--- config.mk ---
export PLATFORM = sky130hd
export DESIGN_NAME = lsu_ctrl
export DESIGN_NICKNAME = d
export VERILOG_FILES = /design/src/rtl/lsu_ctrl.sv
export SDC_FILE = /design/constraint.sdc
export NUM_CORES = 1
export LEC_CHECK = 0
export CORE_UTILIZATION = 25
export CTS_CLUSTER_DIAMETER = 120
export DETAILED_ROUTE_END_ITERATION = 12
export GPL_TIMING_DRIVEN = 1
export PLACE_DENSITY = 0.54
export SYNTH_ARGS = -nofsm -noshare
export SYNTH_HDL_FRONTEND = slang
export SYNTH_SLANG_ARGS = --single-unit
--- constraint.sdc ---
create_clock -name clk -period 6.7 [get_ports clk]
set_input_delay 1.34 -clock clk [delete_from_list [all_inputs] [get_ports clk]]
set_output_delay 1.34 -clock clk [all_outputs]
set_load 0.01 [all_outputs]
--- src/rtl/lsu_ctrl.sv ---
// lsu_ctrl: RV32I load/store sequencer between execute stage and memory arbiter.
//   clk, rst                  : clock and asynchronous active-high reset
//   i_valid/o_ready           : core request handshake (o_ready only in IDLE)
//   i_ld, i_str, i_funct3     : request type and RV32I width/sign field
//   i_addr, i_wdata           : byte address and store operand
//   o_ld, o_str               : memory strobes, asserted only in ACCESS
//   o_addr, o_wdata, o_wmask  : word-aligned address, lane-replicated data, byte enables
//   i_mem_ack, i_rdata        : memory completion and raw read word
//   o_rvalid, o_rdata         : extended load result pulse / held value
//   o_done, o_misalign        : completion pulse / rejected-request pulse
//   o_timeout, o_stall        : aborted-access pulse / core stall
module lsu_ctrl #(
    parameter int TIMEOUT = 15
) (
    input  logic        clk,
    input  logic        rst,
    input  logic        i_valid,
    output logic        o_ready,
    input  logic        i_ld,
    input  logic        i_str,
    input  logic [2:0]  i_funct3,
    input  logic [31:0] i_addr,
    input  logic [31:0] i_wdata,
    output logic        o_ld,
    output logic        o_str,
    output logic [31:0] o_addr,
    output logic [31:0] o_wdata,
    output logic [3:0]  o_wmask,
    input  logic        i_mem_ack,
    input  logic [31:0] i_rdata,
    output logic        o_rvalid,
    output logic [31:0] o_rdata,
    output logic        o_done,
    output logic        o_misalign,
    output logic        o_timeout,
    output logic        o_stall
);
    typedef enum logic [1:0] {S_IDLE, S_ACCESS, S_DONE, S_ERR} state_t;

    state_t      r_state, w_next;
    logic        r_ld;
    logic        r_to;
    logic [2:0]  r_f3;
    logic [1:0]  r_off;
    logic [7:0]  r_cnt;
    logic [31:0] r_addr, r_wdata, r_rdata;
    logic [3:0]  r_wmask;

    logic        w_accept, w_legal, w_aligned, w_ok, w_ack, w_expire;
    logic [31:0] w_st_data, w_ext;
    logic [3:0]  w_st_mask;
    logic [7:0]  w_byte;
    logic [15:0] w_half;

    // a request with both type bits set is treated as a store
    assign w_accept  = (r_state == S_IDLE) && i_valid && (i_ld || i_str);
    assign w_legal   = i_str ? (!i_funct3[2] && i_funct3[1:0] != 2'b11)
                             : (i_funct3[1:0] != 2'b11 && i_funct3 != 3'b110);
    assign w_aligned = (i_funct3[1:0] == 2'b01) ? !i_addr[0] :
                       (i_funct3[1:0] == 2'b10) ? (i_addr[1:0] == 2'b00) : 1'b1;
    assign w_ok      = w_legal && w_aligned;

    assign w_st_data = (i_funct3[1:0] == 2'b00) ? {4{i_wdata[7:0]}} :
                       (i_funct3[1:0] == 2'b01) ? {2{i_wdata[15:0]}} : i_wdata;
    assign w_st_mask = (i_funct3[1:0] == 2'b00) ? (4'b0001 << i_addr[1:0]) :
                       (i_funct3[1:0] == 2'b01) ? (4'b0011 << {i_addr[1], 1'b0}) : 4'b1111;

    // extraction uses the offset and funct3 latched at accept
    assign w_byte = i_rdata[{r_off, 3'b000} +: 8];
    assign w_half = r_off[1] ? i_rdata[31:16] : i_rdata[15:0];
    assign w_ext  = (r_f3[1:0] == 2'b00) ? {{24{!r_f3[2] && w_byte[7]}}, w_byte} :
                    (r_f3[1:0] == 2'b01) ? {{16{!r_f3[2] && w_half[15]}}, w_half} : i_rdata;

    assign w_ack    = (r_state == S_ACCESS) && i_mem_ack;
    assign w_expire = (r_cnt == 8'(TIMEOUT - 1));

    always_comb begin
        w_next = r_state;
        case (r_state)
            S_IDLE:   w_next = w_accept ? (w_ok ? S_ACCESS : S_ERR) : S_IDLE;
            S_ACCESS: w_next = i_mem_ack ? S_DONE : (w_expire ? S_ERR : S_ACCESS);
            S_DONE:   w_next = S_IDLE;
            S_ERR:    w_next = S_IDLE;
        endcase
    end

    always_ff @(posedge clk or posedge rst) begin
        if (rst) begin
            r_state <= S_IDLE;
            r_ld    <= 1'b0;
            r_to    <= 1'b0;
            r_f3    <= 3'b000;
            r_off   <= 2'b00;
            r_cnt   <= 8'd0;
            r_addr  <= 32'd0;
            r_wdata <= 32'd0;
            r_wmask <= 4'd0;
            r_rdata <= 32'd0;
        end else begin
            r_state <= w_next;
            r_cnt   <= (r_state == S_ACCESS) ? r_cnt + 8'd1 : 8'd0;
            if (w_accept) begin
                r_ld    <= !i_str;
                r_to    <= 1'b0;
                r_f3    <= i_funct3;
                r_off   <= i_addr[1:0];
                r_addr  <= {i_addr[31:2], 2'b00};
                r_wdata <= i_str ? w_st_data : i_wdata;
                r_wmask <= i_str ? w_st_mask : 4'd0;
            end
            // distinguishes a timeout abort from a rejected request in ERR
            if (r_state == S_ACCESS && !i_mem_ack && w_expire)
                r_to <= 1'b1;
            if (w_ack && r_ld)
                r_rdata <= w_ext;
        end
    end

    assign o_ready    = (r_state == S_IDLE);
    assign o_ld       = (r_state == S_ACCESS) && r_ld;
    assign o_str      = (r_state == S_ACCESS) && !r_ld;
    assign o_addr     = r_addr;
    assign o_wdata    = r_wdata;
    assign o_wmask    = r_wmask;
    assign o_rdata    = r_rdata;
    assign o_done     = (r_state == S_DONE);
    assign o_rvalid   = (r_state == S_DONE) && r_ld;
    assign o_misalign = (r_state == S_ERR) && !r_to;
    assign o_timeout  = (r_state == S_ERR) && r_to;
    assign o_stall    = w_accept || (r_state == S_ACCESS) || (r_state == S_DONE);
endmodule
==> impl_metrics.tcl <==
set metrics [dict create \
    placed_cells 969 \
    postCtsSetupBuffers 0 \
    htree_num_levels 4 \
    cts-buffers-inserted 17 \
    p_switching_uw 1250 \
    reg2reg_setup_slack_ns 4.50 \
    synth.area.top_cells "dfrtp_1 (53%), mux2_2 (9.5%), mux2i_1 (4.9%), nand2_1 (4.4%), o21ai_0 (3.8%)" \
    final_cell_mix "clkdlybuf4s50_1 (210), dfrtp_1 (115), nand2_1 (64)" \
    antenna_found_initial 0 \
    fin_util_pct 39.4 \
    startpoint_type "input pin" \
    rr_worst_depth 4 \
    track_usage_pct 15.2 \
    path_clk_slew_ns 0.05 \
    clkPwrFrac_pct 24.4 \
    num_rows 53 \
    core-area_sq_mm 0.0212 \
    synth_cells 516 \
    synth_flop_cell "dfrtp_1" \
    comb_power_share_pct 41.5 \
    ys_ff_latch 115 \
    die_h_um 150 \
    max_freq_mhz 242 \
    drive_above_1_share_pct 12.7 \
    relSlewSlack_pct 19.5 \
    slew_viol_final 0 \
    fin_area_sq_mm 0.00835 \
    hold_violations 0 \
    required_ns 5.36 \
    ys_warn_count 0 \
    critPathKind "input pin to primary output" \
    grt-ovfl-total 0 \
    crit_start "i_str" \
    totalWireLength_mm 16.9 \
    ctsLongestPathBuffers 2 \
    place_hpwl_mm 12.0 \
    grt_pass1_wl_mm 26.1 \
    drc 0 \
    viasPerCell 4.76 \
    power_density_mw_per_mm2 442 \
    pin_count 213 \
    ys_seq_area_share_pct 52.5 \
    rr_endpoint "o_rdata[0]" \
    cts_resized 0 \
    cts_hold_buf 0 \
    placed_cell_area_sq_mm 0.00776 \
    grt_pass1_vias 4882 \
    drt_pass1_iterations 4 \
    fin_crit_ns 4.13 \
    fp.dieArea_sq_mm 0.0225 \
    rsz0062_at_grt "false" \
    synth_top_area_share_pct 52.5 \
    gp_congestion 0.891 \
    syn_avg_cell_area_sq_um 10.6 \
    num-nets-final 820 \
    seq_power_share_pct 34.1 \
    switching_share_pct 33.7 \
    dr.first_iter.drc_count 189 \
    peakVddDrop_v 0.000189 \
    cts_tree "done" \
    worstHoldStart "o_wdata[27]" \
    ant_nets 0 \
    dp_slack_ns 2.54 \
    cell_internal_pwr_uw 2450 \
    setup_tns_ns 0 \
    ys_async_sr_fraction_pct 100 \
    ys_types 49 \
    worst_slack_ns 2.57 \
    holdPathEnd "o_wdata[27]" \
    period_share_pct 61.7 \
    drv_cap 0 \
    syn2layout_area_growth_pct 52.5 \
    tightest_slew_ns 1.20 \
    p_leak_uw 0.00348 \
    wl_per_cell_um 16.9 \
    outcome "complete, no violations" \
    setup_violations 0 \
    final_common_cell "clkdlybuf4s50_1" \
    hold_class "flip-flop to flip-flop" \
    endpoint_kind "primary output" \
    synth_edf_count 0 \
    synth.cell_area_sq_mm 0.00548 \
    whs_path_depth 2 \
    clock_skew_ns 0.00768 \
    clk_latency_ns 0.41 \
    antenna_cells 0 \
    grt_max_degree 106 \
    cts_sinks 115 \
    yosysTopAreaCell "dfrtp_1" \
    die_x_um 150 \
    worstPathArrival_ns 2.79 \
    io_buffer_count 210 \
    final_cells 1001 \
    clock-root-buffer "clkbuf_16" \
    vias 4767 \
    r2r-start "r_off[1]" \
    initial_core_util_pct 25.8 \
    crit_fanout 8 \
]
cells in the mapped netlist, types with 2 or more instances:
| library cell | instances |
|---|---|
| a21oi_1 | 16 |
| a221oi_1 | 2 |
| a22o_1 | 10 |
| a22oi_1 | 7 |
| and3_1 | 4 |
| buf_1 | 2 |
| buf_2 | 19 |
| buf_4 | 6 |
| buf_6 | 3 |
| clkbuf_1 | 8 |
| dfrtp_1 | 115 |
| ha_1 | 2 |
| inv_1 | 10 |
| mux2_2 | 46 |
| mux2i_1 | 27 |
| nand2_1 | 64 |
| nand2b_1 | 2 |
| nand3_1 | 39 |
| nor2_1 | 29 |
| nor2b_1 | 7 |
| nor3_1 | 2 |
| nor4_1 | 2 |
| o211ai_1 | 2 |
| o21ai_0 | 42 |
| o21ai_1 | 11 |
| o221ai_1 | 6 |
| o22a_1 | 2 |
| or4_1 | 6 |
| xor2_1 | 5 |
kinds of logic (layout without fill, tap and decap cells):
| kind of cell | count (synthesis) | count (layout) | share of synthesized area [%] |
|---|---|---|---|
| multiplexers | 75 | 75 | 15.1 |
| XOR/XNOR | 6 | 6 | 0.959 |
| other | 1 | 2 | 0.0685 |
| AO/OA/AOI/OAI | 107 | 107 | 12.7 |
| buffers and inverters | 49 | 258 | 4.61 |
| AND/OR/NAND/NOR | 161 | 161 | 13.6 |
| flip-flops | 115 | 115 | 52.5 |
| adder cells (fa/ha/maj) | 2 | 2 | 0.457 |
state kept, by name, summed over array words and instances (netlist names):
register,flops
r_state,2
r_f3,3
r_ld,1
r_off,2
r_cnt,8
o_addr,30
r_to,1
o_wmask,4
o_wdata,32
o_rdata,32
metal layers:
metal	track usage, %	vias to the layer above	share of wire (%)
li1	-	2219	-
met1	18.3	2318	42
met2	24.1	208	46
met3	6.37	22	10
met4	5.51	0	1.9
met5	0	-	0
power by group through the flow:
stage	Combinational, uW	Clock, uW	Sequential (uW)
2_1_floorplan	619	0	1330
3_3_place_gp	1530	0	1240
3_5_place_dp	1550	0	1270
4_1_cts	1550	930	1260
5_1_grt	1650	963	1310
6_report	1530	902	1260
worst max-delay path, stage by stage:
cell and delay (ns):
clkdlybuf4s50_1 0.61, o211ai_4 0.26, nand3_1 0.09, clkdlybuf4s50_1 0.50
worst max path at each step:
stage,endpoint,slack (ns),depth (start not counted)
final,o_stall,2.57,4
after floorplan,o_addr[10],2.32,1
after detailed placement,o_stall,2.54,4
after CTS,o_stall,2.55,4
after global routing,o_stall,2.51,4
after global placement,o_stall,2.56,4
metrics by stage:
| stage | power (uW) | hold WS, ns |
|---|---|---|
| 5_1_grt | 3920 | 0.506 |
| 6_report | 3690 | 0.482 |
| 4_1_cts | 3740 | 0.490 |
| 2_1_floorplan | 1940 | 0.486 |
| 3_5_place_dp | 2810 | 0.473 |
| 3_3_place_gp | 2770 | 0.462 |
layout make-up:
cell class	instances	area (sq um)
Tap cell	275	344
Sequential cell	115	2880
Inverter	11	43.8
Clock inverter	12	133
Multi-Input combinational cell	353	2360
Timing Repair Buffer	215	2140
Clock buffer	20	457
Fill cell	2079	12900
Note: power is estimated with default switching activity, not from simulation.
==> edit: new RTL, config.mk and constraints unchanged <==
Set the parameter `TIMEOUT` to 11 (it was 15).
--- a/src/rtl/lsu_ctrl.sv
+++ b/src/rtl/lsu_ctrl.sv
@@ -11,5 +11,5 @@
 //   o_timeout, o_stall        : aborted-access pulse / core stall
 module lsu_ctrl #(
-    parameter int TIMEOUT = 15
+    parameter int TIMEOUT = 11
 ) (
     input  logic        clk,
Behaviour: no difference found for any inputs over 10 cycles, from zero or initial values and one cycle with rst high; that may be too few to reach the edited logic, so the function may still have changed.
==> edit against the unedited design <==
  * Routed wire length down 1.3%
  * Sequential cell count unchanged
  * Utilization up 0.13 points
  * Total power up 1.5%
  * Worst setup slack worse by 520 ps
  * Sequential power about the same
  * Cell count unchanged
  * Synthesized area about the same
  * Count of clock-buffer cells in the layout up 3
  * Maximum frequency down 11%
  * Final area up 0.33%
  * Register-to-register slack worse by 40 ps
  * Critical endpoint unchanged
==> edit: results <==
[power_and_ir_drop]
p_leak_nw = 3.50
vdd_drop_max_mv = 0.205

[finish]
diodes = 0
final_layout_size_suffix_gt1_share_pct = 12.3

[global_route]
grt_pass1_wl_um = 26500
antenna_found_initial = 0
gr-usage-all-layers_pct = 15.4
grt_pass1_vias = 4918
grt_max_degree = 85

[synthesis]
seq_area_frac_synth_pct = 52.6
synthXorXnorAreaFrac_pct = 0.960
ys_warn_count = 0
syn_inst = 516
synth.area.mux_share_pct = 15.1
synthAdderAreaFrac_pct = 0.457
synth_compound_area_share_pct = 12.7
synthTopCellsByArea = "dfrtp_1, mux2_2, mux2i_1"
postSynth.asyncResetShare_pct = 100
synth.distinct_cells = 48
synth_common_cells = "dfrtp_1, nand2_1, mux2_2, o21ai_0, nand3_1"

[clocking]
cts_buffer_depth = 2
cts_buffers = 17
cts-root-buf = "clkbuf_16"
clock_latency_ps = 400
clk_pin_slew_ps = 60
post_cts_resized = 0

[sta]
skew_ps = 6.95
max_slew_margin_pct = 27.4

[detailed_routing]
drt_wl_total_um = 16700
dr.pass1.iters = 5
drt_iter0_drc = 221
vias = 4675
wl_per_cell_um = 16.7
ant_nets = 0

[placed_design]
dpl_cell_area_um2 = 7760
placed_cells = 969
gp_congestion = 0.878
post-place-ws_ps = 1970
hpwl_um = 12000

[critical_path]
cp.arrival_ps = 3320
crit_fanout = 23

[run_status]
status = "completed"
edit: per-layer routing:
metal / up-vias / global-route usage [%] / wire (um)
li1: 2216 / - / -
met1: 2259 / 18.4 / 6980
met2: 184 / 24.7 / 7870
met3: 16 / 6.95 / 1610
met4: 0 / 4.80 / 234
met5: - / 0 / 0
edit: critical path: stages:
cell	delay [ps]
clkdlybuf4s50_1	640
o211ai_4	680
nand3_1	140
clkdlybuf4s50_1	520
edit: path summary, 6_finish.rpt:
check	depth (start not counted)	slack [ps]	startpoint	endpoint
worst max-delay path	4	2040	i_str	o_stall
worst min register to register	2	470	o_wdata[23]	o_wdata[23]
worst max register to register	4	4460	r_off[1]	o_rdata[12]
max in group asynchronous	3	4080	rst	r_cnt[6]
worst min-delay path	2	470	o_wdata[23]	o_wdata[23]
min in group asynchronous	2	1460	rst	o_addr[7]
edit: power breakdown:
part           internal [W]  switching (W)  leakage, nW
clock              0.000641       0.000317        0.293
combinational      0.000865       0.000667         1.80
sequential          0.00101       0.000242         1.41
edit: layout make-up:
| type | instances | area [um2] |
|---|---|---|
| Fill cell | 2061 | 12800 |
| Sequential cell | 115 | 2880 |
| Multi-Input combinational cell | 353 | 2360 |
| Timing Repair Buffer | 215 | 2140 |
| Clock buffer | 23 | 468 |
| Tap cell | 275 | 344 |
| Clock inverter | 9 | 153 |
| Inverter | 11 | 43.8 |
edit: cell families after synthesis:
| kind of cell | Yosys count |
|---|---|
| mux | 75 |
| simple gates | 161 |
| compound gates | 107 |
| buf+inv | 49 |
| xor+xnor | 6 |
| fa+ha+maj | 2 |
| other cells | 1 |
| flops | 115 |
